## config.mk

```make
export PLATFORM = sky130hd
export DESIGN_NAME = inst_fetch_flat
export DESIGN_NICKNAME = d
export VERILOG_FILES = /design/src/rtl/inst_fetch_if.sv /design/src/rtl/inst_fetch.sv /design/src/flat_wrapper.sv
export SDC_FILE = /design/constraint.sdc
export NUM_CORES = 1
export LEC_CHECK = 0
export ABC_AREA = 1
export BUFFER_PORTS_ARGS = -buffer_cell sky130_fd_sc_hd__buf_2
export CORE_MARGIN = 5
export CORE_UTILIZATION = 40
export DETAILED_ROUTE_END_ITERATION = 8
export PLACE_DENSITY_LB_ADDON = 0.15
export RECOVER_POWER = 100
export SYNTH_ARGS = -nofsm -noshare
export SYNTH_HDL_FRONTEND = slang
export SYNTH_SLANG_ARGS = --single-unit
export TNS_END_PERCENT = 10
```

## constraint.sdc

```tcl
create_clock -name clk -period 2.22 [get_ports clk]
set_input_delay 0.111 -clock clk [delete_from_list [all_inputs] [get_ports clk]]
set_output_delay 0.111 -clock clk [all_outputs]
set_load 0.01 [all_outputs]
```

## src/rtl/inst_fetch_if.sv

```systemverilog
// inst_fetch_if: fetch-unit control/table/status bundle between the sequencer and inst_fetch.
// Ports (signals):
//   start, stall, jump, branch_en, taken, imm      - control from sequencer/decoder/ALU
//   tbl_we, tbl_addr, tbl_data                      - target-table write port
//   prog_len                                        - program length (0 means 2**PC_W)
//   prog_ctr, running, done                         - fetch status back to the sequencer
//   cycle_count                                     - only with INST_FETCH_CYCLE_COUNT_EN
// Modports: master drives control, slave is the fetch unit.
interface inst_fetch_if #(
    parameter int PC_W   = 10,
    parameter int TBL_AW = 5
);
    logic              start;
    logic              stall;
    logic              jump;
    logic              branch_en;
    logic              taken;
    logic [4:0]        imm;
    logic              tbl_we;
    logic [TBL_AW-1:0] tbl_addr;
    logic [PC_W-1:0]   tbl_data;
    logic [PC_W-1:0]   prog_len;
    logic [PC_W-1:0]   prog_ctr;
    logic              running;
    logic              done;
`ifdef INST_FETCH_CYCLE_COUNT_EN
    logic [15:0]       cycle_count;
    modport master (
        output start, stall, jump, branch_en, taken, imm, tbl_we, tbl_addr, tbl_data, prog_len,
        input  prog_ctr, running, done, cycle_count
    );
    modport slave (
        input  start, stall, jump, branch_en, taken, imm, tbl_we, tbl_addr, tbl_data, prog_len,
        output prog_ctr, running, done, cycle_count
    );
`else
    modport master (
        output start, stall, jump, branch_en, taken, imm, tbl_we, tbl_addr, tbl_data, prog_len,
        input  prog_ctr, running, done
    );
    modport slave (
        input  start, stall, jump, branch_en, taken, imm, tbl_we, tbl_addr, tbl_data, prog_len,
        output prog_ctr, running, done
    );
`endif
endinterface

```

## src/rtl/inst_fetch.sv

```systemverilog
// inst_fetch: program-counter sequencer with IDLE/RUN/DONE FSM and a jump-target table.
// Ports: clk, rst (sync, active-high); bus (inst_fetch_if.slave) carrying start/stall/jump/
//   branch_en/taken/imm, table write port, prog_len, and prog_ctr/running/done outputs.
// Optional: INST_FETCH_CYCLE_COUNT_EN adds a saturating 16-bit cycle_count on the bus.
module inst_fetch #(
    parameter int PC_W   = 10,
    parameter int TBL_AW = 5
) (
    input logic         clk,
    input logic         rst,
    inst_fetch_if.slave bus
);
    typedef enum logic [1:0] {IDLE, RUN, DONE} state_t;
    state_t          state_q, state_d;
    logic [PC_W-1:0] pc_q, pc_d, target, last;
    logic [PC_W-1:0] tbl_q [2**TBL_AW];
    logic            running_q, done_q, redirect, at_end, tbl_wr;
    always_comb begin
        target   = tbl_q[bus.imm[TBL_AW-1:0]];
        last     = bus.prog_len - PC_W'(1);
        // prog_len==0 stands for a full 2**PC_W program, which never ends by length
        at_end   = (bus.prog_len != '0) && (pc_q == last);
        redirect = bus.jump | (bus.branch_en & bus.taken);
        tbl_wr   = bus.tbl_we && (state_q != RUN);
        state_d  = state_q;
        pc_d     = pc_q;
        if (state_q == RUN) begin
            if (!bus.stall) begin
                pc_d    = redirect ? target : at_end ? pc_q : pc_q + PC_W'(1);
                state_d = (!redirect && at_end) ? DONE : RUN;
            end
        end else if (bus.start) begin
            state_d = RUN;
            pc_d    = '0;
        end
    end
    // status flags are registered from the next state so they line up with prog_ctr
    always_ff @(posedge clk) begin
        if (rst) begin
            state_q   <= IDLE;
            pc_q      <= '0;
            running_q <= 1'b0;
            done_q    <= 1'b0;
        end else begin
            state_q   <= state_d;
            pc_q      <= pc_d;
            running_q <= (state_d == RUN);
            done_q    <= (state_d == DONE);
        end
    end
    always_ff @(posedge clk) begin
        if (rst) begin
            for (int i = 0; i < 2**TBL_AW; i++) tbl_q[i] <= '0;
        end else if (tbl_wr) begin
            tbl_q[bus.tbl_addr] <= bus.tbl_data;
        end
    end
    assign bus.prog_ctr = pc_q;
    assign bus.running  = running_q;
    assign bus.done     = done_q;
`ifdef INST_FETCH_CYCLE_COUNT_EN
    logic [15:0] cnt_q, cnt_d;
    always_comb
        cnt_d = (state_q != RUN && bus.start) ? 16'd0 :
                (state_q == RUN && cnt_q != 16'hFFFF) ? cnt_q + 16'd1 : cnt_q;
    always_ff @(posedge clk) begin
        if (rst) cnt_q <= '0;
        else     cnt_q <= cnt_d;
    end
    assign bus.cycle_count = cnt_q;
`endif
endmodule

```

## src/flat_wrapper.sv

```systemverilog
// flat-port wrapper written by rule: the top's interface ports become plain ports
module inst_fetch_flat 
#(
    parameter int PC_W   = 10,
    parameter int TBL_AW = 5
)
  (clk, rst, bus_start, bus_stall, bus_jump, bus_branch_en, bus_taken, bus_imm, bus_tbl_we, bus_tbl_addr, bus_tbl_data, bus_prog_len, bus_prog_ctr, bus_running, bus_done);
  inst_fetch_if #(.PC_W(PC_W), .TBL_AW(TBL_AW)) bus_i ();
  input logic clk;
  input logic rst;
  input wire logic [$bits(bus_i.start)-1:0] bus_start;
  input wire logic [$bits(bus_i.stall)-1:0] bus_stall;
  input wire logic [$bits(bus_i.jump)-1:0] bus_jump;
  input wire logic [$bits(bus_i.branch_en)-1:0] bus_branch_en;
  input wire logic [$bits(bus_i.taken)-1:0] bus_taken;
  input wire logic [$bits(bus_i.imm)-1:0] bus_imm;
  input wire logic [$bits(bus_i.tbl_we)-1:0] bus_tbl_we;
  input wire logic [$bits(bus_i.tbl_addr)-1:0] bus_tbl_addr;
  input wire logic [$bits(bus_i.tbl_data)-1:0] bus_tbl_data;
  input wire logic [$bits(bus_i.prog_len)-1:0] bus_prog_len;
  output wire logic [$bits(bus_i.prog_ctr)-1:0] bus_prog_ctr;
  output wire logic [$bits(bus_i.running)-1:0] bus_running;
  output wire logic [$bits(bus_i.done)-1:0] bus_done;
  assign bus_i.start = bus_start;
  assign bus_i.stall = bus_stall;
  assign bus_i.jump = bus_jump;
  assign bus_i.branch_en = bus_branch_en;
  assign bus_i.taken = bus_taken;
  assign bus_i.imm = bus_imm;
  assign bus_i.tbl_we = bus_tbl_we;
  assign bus_i.tbl_addr = bus_tbl_addr;
  assign bus_i.tbl_data = bus_tbl_data;
  assign bus_i.prog_len = bus_prog_len;
  assign bus_prog_ctr = bus_i.prog_ctr;
  assign bus_running = bus_i.running;
  assign bus_done = bus_i.done;
  inst_fetch #(.PC_W(PC_W), .TBL_AW(TBL_AW)) u_core (.clk(clk), .rst(rst), .bus(bus_i));
endmodule
```

== Yosys cells after proc, flatten, opt, wreduce, memory -nomap -nowiden ==
Memory sizes are Yosys's and may differ from the RTL's.
Index checks and enable logic that the tools add are counted.
Storage, ports and cells
  flip-flop bits (word level): 14
  bits in writable memories: 320
  input port bits: 38
  output and inout bits: 12
  logic and storage cells: 41
  memories kept: 1
Cells by class
  add/subtract/negate cells: 2
  equal/unequal tests: 7
  mux-type cells: 17
  bitwise operators: 2
  reductions and logical operators: 8
Memories
  u_core.tbl_q: words 32, bits a word 10, read ports 1, clocked after memory_dff 0, wr ports 32, line inst_fetch.sv:16  | logic [PC_W-1:0] tbl_q [2**TBL_AW];
Operators with widths (number)
  $mux 10: 6
  $add 10x1->10 const B: 1
  $eq 10x10->1: 1
  $reduce_bool 10->1: 1
  $reduce_or 10->1: 1
  $sub 10x1->10 const B: 1
  $mux 2: 4
  $mux 1: 6
  $mux 5: 1
  $eq 2x1->1 const B: 2
  $logic_and 1x1->1: 3
  $ne 3x2->1 const B: 1
  $reduce_and 3->1: 1
  $eq 2x2->1 const B: 1
  $ne 2x1->1 const B: 1
  $ne 2x2->1 const B: 1
  $reduce_bool 2->1: 1
  $and 1x1->1: 1
  $logic_not 1->1: 1
  $or 1x1->1: 1

== Logic depth before layout (Yosys ltp) ==
Gate-level depths: netlist of the first run.
  word-level depth: 8
  gate-level depth with buffers: 17
  gate-level depth less buffers: 16

== Worst setup path after synthesis of the first run ==
No wires, ideal clock.
  kind: register -> register
  start point: reg u_core.state_q[1]
  end point: mem u_core.tbl_q[0][0], enable pin
  library setup time: 0.340 ns
  arrival time: 1.500 ns
  data required time: 1.880 ns
  path slack: 0.381 ns
  cell stages (with the launch flop): 8
  path buffers: 1
  period minus slack after synthesis: 1.839 ns
  cell sequence: dfxtp_1 nor2_1 inv_2 nand3_1 nor3_2 nand2_1 buf_2 nand2_1
RTL lines
  from (decl): line inst_fetch.sv:14  | state_t state_q, state_d;
  from (signal assigned): line inst_fetch.sv:45  | state_q <= state_d;
  to (decl): line inst_fetch.sv:16

==> results of run 1 <==
worst min-delay path, cell delays in order:
cell and delay (ns):
buf_2 0.09, nor2_1 0.08, nand3_1 0.12, a21oi_1 0.09
worst min path at each step:
stage          cells after the start      start  slack, ns                     end
2_1_floorplan                      1        rst       0.18  u_core.bus.prog_ctr[2]
3_3_place_gp                       2        rst       0.37  u_core.bus.prog_ctr[2]
3_5_place_dp                       2        rst       0.36  u_core.bus.prog_ctr[5]
4_1_cts                            4  bus_stall      0.003       u_core.state_q[1]
5_1_grt                            6  bus_stall       0.04  u_core.bus.prog_ctr[2]
6_report                           4  bus_stall       0.02       u_core.state_q[1]
cells in the mapped netlist (4+ instances only):
master,n,area (um2)
inv_2,11,41.29
nand3_1,261,1306
nor2_2,4,25.02
nand2_2,9,56.30
dfxtp_1,14,280.3
nor3_2,5,50.05
xor2_1,4,35.03
buf_4,9,67.56
nor3_1,8,40.04
nand2_1,576,2162
a21oi_1,6,30.03
nor2_4,4,45.04
inv_1,56,210.2
clkbuf_1,60,225.2
o21ai_0,11,55.05
nor2_1,360,1351
edfxtp_1,320,9609
buf_2,55,275.3
buf_1,9,33.78
cells in the final DEF, fill, tap and decap left out, types with 4 or more instances in the layout:
cell,instances
nor3_1,9
edfxtp_1,320
clkbuf_1,44
a21oi_1,5
inv_2,8
nor2_4,4
buf_12,10
clkinv_2,7
nor3_2,4
dfxtp_1,11
clkbuf_2,12
buf_4,31
nand3_1,261
o21ai_0,11
buf_2,41
nand2_2,9
xor2_1,4
nand2_1,577
clkbuf_16,41
nor2_1,361
inv_1,57
clkinv_1,5
metal layers:
metal  vias up  routed length [um]  share of wire, %  GRT usage [%]
met5         -                   0                 0              0
met4         0                1077               2.4          5.634
met3        75                3022               6.7          2.724
met2       419               20330                45          31.67
met1      5892               20450                46          29.20
li1       5970                   -                 -              -
power by group through the flow:
stage | logic [W] | registers, W | clock network, W
after floorplan | 0.000820 | 0.00731 | 0
after global placement | 0.00131 | 0.00733 | 0
after detailed placement | 0.00132 | 0.00734 | 0
after CTS | 0.00133 | 0.00721 | 0.00617
after global routing | 0.00145 | 0.00723 | 0.00646
final | 0.00131 | 0.00721 | 0.00609
cell families after synthesis:
| kind of cell | share of synthesized area (%) |
|---|---|
| simple gates | 31.68 |
| flops | 61.45 |
| buf+inv | 5.465 |
| compound gates | 0.9252 |
| xor+xnor | 0.3265 |
| fa+ha+maj | 0.1555 |
flip-flops by register name, indices dropped and copies added, names as in the netlist:
name	cells
u_core.bus.done	1
u_core.state_q	2
u_core.bus.running	1
u_core.tbl_q	320
u_core.bus.prog_ctr	10
through the flow:
stage               cells  hold slack (ns)  cell area, um2
detailed placement   2322           0.3579           17090
CTS                  2391         0.003335           18330
global placement     2322           0.3691           17090
floorplan            1805           0.1801           16090
global route         2391          0.03792           18180
finish               2391          0.01570           18180
timing repair:
action	CTS	global route
endpoints found under the hold margin	7	0
hold buffers	3	0
gates resized for setup	0	4
endpoints found under the setup margin	0	1
layout make-up:
cell class	instances	area [um2]
clock buffer	54	1095
clock inverter	12	111.4
fill	3923	21550
inverter	69	261.5
multi-input combinational	1267	5314
sequential	334	9893
tap	525	656.9
timing repair buffer	130	852.1
==> impl_metrics.csv, run 1 <==
group,metric,value,unit
routing,drt-pass1-iter-count,5,
critical_path,r2r_cells,9,
synth,post_synth_instance_area,0.01609,mm2
timing,finalMaxSlewViolations,0,
critical_path,cp_slowest_stage_delay,0.29,ns
critical_path,r2r_setup_slack,0.12,ns
timing,slew_headroom,47.21,%
critical_path,arrival,2.30,ns
clock_network,cts_max_level,2,
timing,setup_violations,0,
place,gp_congestion,0.8513,
grt,grt_first_pass_wirelength,69.10,mm
clock_network,cts_setup_buffers,0,
pwr,switching_power,0.003471,W
floorplan,die_w,210.6,um
critical_path,crit_path_start,"u_core.state_q[0]",
routing,wl,44.88,mm
timing,hold_viol_final,0,
synth,synth.yosys.seq_area_share,61.45,%
place,portBuffers,49,
critical_path,path_max_fanout,10,
synth,synth_ff_type,"edfxtp_1",
synth,synth_cell_types,34,
clock_network,cts_buffer_depth,3,
pwr,vdd_drop_max,0.5256,mV
critical_path,crit_end,"u_core.tbl_q[25][0]",
floorplan,fp.dieH,210.6,um
synth,synth_edf_count,320,
clock_network,cts_buffers,38,
synth,yosysWarnings,0,
pwr,p_int,0.01114,W
clock_network,clkSinkCount,334,
routing,viasPerCell,5.168,
critical_path,worstPathRequired,2.42,ns
grt,grt_pass1_vias,11795,
clock_network,root_buffer,"clkbuf_16",
timing,fmax,0.4756,GHz
floorplan,core_area,0.03973,mm2
pwr,power,0.01461,W
timing,setup_tns,0,ns
critical_path,critical_path.top_delay_family,"simple AND/OR/NAND/NOR gates",
pwr,p_clk_share,41.7,%
pwr,p_per_area,803.3,mW/mm2
critical_path,worst_path_max_delay_cell,"dfxtp_1",
routing,drc,0,
pwr,power_frac_comb,9.0,%
clock_network,cts_tree,"yes",
cells_and_area,utilization,45.77,%
timing,min_period,2.103,ns
critical_path,path_class,"reg -> reg",
floorplan,initial_core_util,40.51,%
cells_and_area,antennaDiodeCount,0,
floorplan,io_pins,50,
grt,track_usage,20.04,%
job,maxCapViolCount,0,
synth,syn-num-nets,1845,
pwr,p_seq_share,49.3,%
critical_path,startpoint_type,"flop",
synth,syn_inst,1805,
cells_and_area,layout.nets,1880,
critical_path,path_cells,"inv_1, nor2_1, clkinv_1, nand3_1, nor3_2, clkbuf_2, nand2_1, nand2_1, clkbuf_2",
routing,drtIter0Drc,1186,
cells_and_area,drive_above_1_share,9.861,%
pwr,switching_share,23.76,%
synth,synth_area_per_cell,8.916,um2
timing,rsz0062_at_grt,"false",
routing,wl_per_cell,18.77,um
timing,period_share,94.71,%
grt,grt_antenna_before_repair,0,
pwr,p_leak,7.582,nW
critical_path,end_kind,"flop",
timing,finalClockSkew,0.01482,ns
timing,setup_ws,0.1174,ns
critical_path,cp.depth,9,
clock_network,insertion_delay,0.53,ns
clock_network,clkTransAtPathRegs,0.06,ns
run_status,status,"finished clean",
place,dp_hpwl,27.98,mm
grt,grt-ovfl-total,0,
critical_path,r2r_start,"u_core.state_q[0]",
critical_path,critPathBufInv,4,
synth,synth-seq-cells,334,
critical_path,r2r_end,"u_core.tbl_q[25][0]",
routing,ant_nets,0,
routing,vias,12356,
synth,async_reset_ff_share,0,%
cells_and_area,area_delta_synth_final,12.98,%
place,preCtsSetupSlack,0.2324,ns
min_path,hold_class,"in -> reg",
floorplan,die_area,0.04435,mm2
floorplan,num_rows,73,
grt,grt_max_degree,80,
timing,worst_slew_pin_slew,0.7859,ns
No activity file was read; power rests on OpenSTA's default activity.
==> run 2, diff against run 1 <==
--- a/config.mk
+++ b/config.mk
@@ -6,7 +6,7 @@
 export NUM_CORES = 1
 export LEC_CHECK = 0
 export ABC_AREA = 1
-export BUFFER_PORTS_ARGS = -buffer_cell sky130_fd_sc_hd__buf_2
+export BUFFER_PORTS_ARGS = -buffer_cell sky130_fd_sc_hd__buf_4
 export CORE_MARGIN = 5
 export CORE_UTILIZATION = 40
 export DETAILED_ROUTE_END_ITERATION = 8
==> impl_metrics.csv, run 2 (synthesis results as in run 1) <==
group,metric,value,unit
grt,grt-ovfl-total,0,
floorplan,initial_core_util,40.51,%
routing,drt-pass1-iter-count,5,
timing,period_share,95.70,%
critical_path,arrival,2.61,ns
grt,track_usage,20.19,%
cells_and_area,regMostFlops,"u_core.tbl_q",
timing,setup_violations,0,
cells_and_area,mostFrequentLayoutCell,"nand2_1",
clock_network,cts_buffers,40,
timing,worst_slew_pin_slew,0.6633,ns
min_path,hold_class,"in -> reg",
floorplan,num_rows,73,
routing,wl_per_cell,18.76,um
clock_network,cts_max_level,2,
timing,rsz0062_at_grt,"false",
place,portBuffers,49,
critical_path,path_cells,"inv_2, nand2_1, nand2_1, o21bai_1, nand2_1, nand3_1, nor2_4, nand2_1, nand2_4, nand3_1, a21oi_1, dlygate4sd3_1",
place,dp.cells,2323,
clock_network,insertion_delay,0.55,ns
critical_path,crit_top_cell,"nand2_1",
timing,hold_viol_final,0,
critical_path,end_kind,"flop",
place,dp_hpwl,27.97,mm
routing,viasPerCell,5.146,
pwr,vdd_drop_max,0.6024,mV
grt,grt_pass1_vias,12038,
run_status,status,"finished clean",
critical_path,path_max_fanout,6,
critical_path,r2r_end,"u_core.bus.prog_ctr[2]",
critical_path,crit_path_start,"u_core.bus.prog_ctr[7]",
grt,grt_antenna_before_repair,0,
routing,ant_nets,0,
clock_network,cts_setup_buffers,0,
critical_path,worst_path_max_delay_cell,"dlygate4sd3_1",
pwr,power,0.01477,W
clock_network,cts_tree,"yes",
timing,slew_headroom,55.44,%
timing,min_period,2.124,ns
routing,vias,12341,
critical_path,crit_end,"u_core.bus.prog_ctr[2]",
clock_network,clkTransAtPathRegs,0.06,ns
timing,finalMaxSlewViolations,0,
routing,drtIter0Drc,921,
routing,wl,44.99,mm
critical_path,startpoint_type,"flop",
place,gp_congestion,0.8463,
critical_path,cp_slowest_stage_delay,0.55,ns
critical_path,r2r_setup_slack,0.1,ns
cells_and_area,layout_common_cells,"nand2_1 (578), nor2_1 (361), edfxtp_1 (320)",
cells_and_area,area_delta_synth_final,13.95,%
floorplan,core_area,0.03973,mm2
critical_path,worstPathRequired,2.70,ns
cells_and_area,largest_register_ffs,320,
cells_and_area,layout.nets,1886,
floorplan,io_pins,50,
timing,finalClockSkew,0.01670,ns
timing,setup_tns,0,ns
min_path,hp-start,"bus_taken",
critical_path,r2r_cells,12,
floorplan,fp.dieH,210.6,um
clock_network,clkSinkCount,334,
floorplan,die_area,0.04435,mm2
cells_and_area,antennaDiodeCount,0,
grt,grt_max_degree,69,
timing,fmax,0.4707,GHz
clock_network,root_buffer,"clkbuf_16",
critical_path,path_class,"reg -> reg",
grt,grt_first_pass_wirelength,69.93,mm
cells_and_area,drive_above_1_share,9.290,%
pwr,p_per_area,805.4,mW/mm2
routing,drc,0,
floorplan,die_w,210.6,um
critical_path,r2r_start,"u_core.bus.prog_ctr[7]",
job,maxCapViolCount,0,
clock_network,cts_buffer_depth,3,
pwr,p_leak,7.614,nW
cells_and_area,layoutNonFillerInstCount,2398,
run 2: changes by cell type in the layout (fill, tap and decap cells not counted), moves of 2 or more:
cell	before	now
nor3_2	4	2
clkbuf_2	12	5
inv_6	0	2
nor3_1	9	11
clkbuf_8	2	0
dlygate4sd3_1	3	6
buf_4	31	72
clkinv_1	5	15
buf_2	41	0
run 2: critical path: cells and delay by family, from the launching register on:
kind	cells	cell delay (ns)
AOI/OAI and AO/OA	2	0.29
buffers and inverters	2	0.64
DFF	1	0.45
and+or+nand+nor	8	0.70
run 2: worst min-delay path by stage:
stage,depth (start not counted),to
floorplan,1,u_core.bus.prog_ctr[2]
global placement,2,u_core.bus.prog_ctr[2]
detailed placement,2,u_core.bus.prog_ctr[2]
CTS,6,u_core.bus.prog_ctr[6]
global route,6,u_core.bus.prog_ctr[6]
finish,6,u_core.bus.prog_ctr[6]
run 2: area by class of cell:
type | instances | area (um2)
Multi-Input combinational cell | 1267 | 5306
Sequential cell | 334 | 9892
Tap cell | 525 | 656.9
Fill cell | 3897 | 21390
Inverter | 69 | 261.5
Clock buffer | 46 | 1045
Clock inverter | 23 | 182.7
Timing Repair Buffer | 134 | 996.0
run 2: metrics by stage:
step	setup slack, ns	instance area [um2]	hold WS, ns	util (%)
2_1_floorplan	0.3809	16090	0.1801	-
3_3_place_gp	0.2849	17230	0.3312	43.37
3_5_place_dp	0.2415	17230	0.3262	43.37
4_1_cts	0.1032	18520	0.03979	46.61
5_1_grt	0.007257	18340	0.08640	46.16
6_report	0.09557	18340	0.05973	46.16
run 2: what timing repair did:
| item | CTS | global route |
|---|---|---|
| setup endpoints to repair | 0 | 2 |
| hold buffers | 6 | 0 |
| resized for setup | 0 | 4 |
| endpoints found under the hold margin | 7 | 0 |
run 2: per-layer routing:
layer | part of all wire (%) | global-route usage, %
met4 | 3.3 | 7.042
met5 | 0 | 0
met1 | 45 | 29.00
met2 | 45 | 31.78
met3 | 6.6 | 2.649
run 2: report_power, final:
group          internal, W  leakage, nW  switching (W)
clock network      0.00370        0.605        0.00254
logic             0.000380         3.61       0.000951
registers          0.00712         3.40      0.0000851
total               0.0112         7.61        0.00357
==> run 3, diff against run 2 <==
==> constraint.sdc (replaced) <==
create_clock -name clk -period 2.7 [get_ports clk]
set_input_delay 0.135 -clock clk [delete_from_list [all_inputs] [get_ports clk]]
set_output_delay 0.135 -clock clk [all_outputs]
set_load 0.01 [all_outputs]
==> impl_metrics.csv, run 3 (synthesis results as in run 1) <==
group,metric,value,unit
pwr,p_leak,7.468,nW
clock_network,clkTransAtPathRegs,0.06,ns
place,place_area,0.01704,mm2
routing,drtIter0Drc,1178,
cells_and_area,mostFrequentLayoutCell,"nand2_1",
critical_path,path_class,"reg -> reg",
cells_and_area,area_delta_synth_final,12.18,%
timing,setup_violations,0,
grt,grt_antenna_before_repair,1,
routing,ant_nets,0,
critical_path,crit_top_cell,"nand2_1",
run_status,status,"finished clean",
timing,finalMaxSlewViolations,0,
routing,wl,45.93,mm
timing,slew_headroom,20.31,%
cells_and_area,largest_register_ffs,320,
critical_path,arrival,2.68,ns
critical_path,cp_slowest_stage_delay,0.93,ns
routing,vias,12261,
floorplan,core_area,0.03973,mm2
clock_network,insertion_delay,0.54,ns
clock_network,cts_buffer_depth,3,
routing,wl_per_cell,19.36,um
floorplan,initial_core_util,40.51,%
clock_network,cts_setup_buffers,0,
routing,drt-pass1-iter-count,5,
critical_path,worstPathRequired,2.89,ns
floorplan,io_pins,50,
timing,hold_viol_final,0,
timing,setup_ws,0.2086,ns
min_path,hold_class,"in -> reg",
cells_and_area,antennaDiodeCount,0,
clock_network,cts_buffers,39,
floorplan,num_rows,73,
clock_network,cts_tree,"yes",
cells_and_area,design_area,0.01805,mm2
critical_path,path_max_fanout,10,
timing,worst_slew_pin_slew,1.189,ns
cells_and_area,regMostFlops,"u_core.tbl_q",
timing,finalClockSkew,0.01274,ns
clock_network,root_buffer,"clkbuf_16",
timing,period_share,92.27,%
pwr,p_per_area,665.8,mW/mm2
floorplan,die_w,210.6,um
critical_path,worst_path_max_delay_cell,"nor3_2",
cells_and_area,drive_above_1_share,7.905,%
timing,rsz0062_at_grt,"false",
timing,setup_tns,0,ns
pwr,vdd_drop_max,0.5205,mV
routing,viasPerCell,5.169,
routing,drc,0,
place,preCtsSetupSlack,0.1860,ns
job,maxCapViolCount,0,
timing,min_period,2.491,ns
place,dp_hpwl,28.07,mm
critical_path,path_cells,"nor2_1, clkinv_1, nand3_1, nor3_2, nand2_1, nand2_1",
critical_path,end_kind,"flop",
timing,fmax,0.4014,GHz
clock_network,clkSinkCount,334,
grt,grt_pass1_vias,11881,
place,portBuffers,49,
floorplan,die_area,0.04435,mm2
cells_and_area,layout.nets,1868,
grt,grt_max_degree,94,
pwr,power,0.01202,W
clock_network,cts_max_level,2,
grt,grt-ovfl-total,0,
cells_and_area,utilization,45.44,%
grt,track_usage,20.62,%
place,gp_congestion,0.8607,
cells_and_area,layout_common_cells,"nand2_1 (578), nor2_1 (362), edfxtp_1 (320)",
critical_path,startpoint_type,"flop",
grt,grt_first_pass_wirelength,70.42,mm
cells_and_area,fillers,3972,
floorplan,fp.dieH,210.6,um
## run 3: cell count changes in the layout (fill, tap and decap cells not counted), sizes merged
| cell | previous run | this run |
|---|---|---|
| clkinvlp | 0 | 1 |
| buf | 83 | 66 |
| clkinv | 21 | 15 |
| dlygate4sd3 | 6 | 4 |
| inv | 68 | 66 |
## run 3: cell type report
class	count	area, um2	area share, %
inverter	69	261.5	1.448
clock inverter	16	147.6	0.8177
clock buffer	44	1037	5.745
sequential	334	9889	54.77
timing repair buffer	117	777.0	4.304
tap	525	656.9	3.638
multi-input combinational	1267	5285	29.27
## run 3: stage by stage
step / hold slack (ns) / cells
2_1_floorplan: 0.2041 / 1805
3_3_place_gp: 0.3441 / 2308
3_5_place_dp: 0.3454 / 2308
4_1_cts: 0.03317 / 2372
5_1_grt: 0.08005 / 2372
6_report: 0.04943 / 2372
## run 3: power breakdown
group / internal (W) / switching [W] / total (W)
combinational: 0.000287 / 0.000787 / 0.00107
sequential: 0.00586 / 0.0000696 / 0.00593
clock: 0.00300 / 0.00202 / 0.00502
## run 3: timing repair
action / 4_1_cts / 5_1_grt
gates resized for setup: 0 / 0
hold buffers: 4 / 0
hold endpoints to repair: 7 / 0
endpoints found under the setup margin: 0 / 0
## run 3: path summary, 6_finish.rpt
kind                     startpoint                     end  slack, ns  depth (start not counted)
setup / recovery  u_core.state_q[1]     u_core.tbl_q[22][0]       0.21                          6
hold / removal             bus_jump  u_core.bus.prog_ctr[6]       0.05                          6
setup reg to reg  u_core.state_q[1]     u_core.tbl_q[22][0]       0.21                          6
hold reg to reg   u_core.state_q[1]      u_core.bus.running       0.48                          1
## run 3: metal layers
layer  global-route usage [%]  wire (um)  vias to the layer above
met4                    6.752       1297                        2
met5                        0          9                        -
met2                    33.51      21410                      372
met3                    3.081       2991                       79
li1                         -          -                     5945
met1                    28.65      20220                     5863
## run 3: worst max-delay path: cells and delay by family (launching register included)
family | cells | cell delay (ns)
buffers and inverters | 1 | 0.06
DFF | 1 | 0.34
and+or+nand+nor | 5 | 1.72
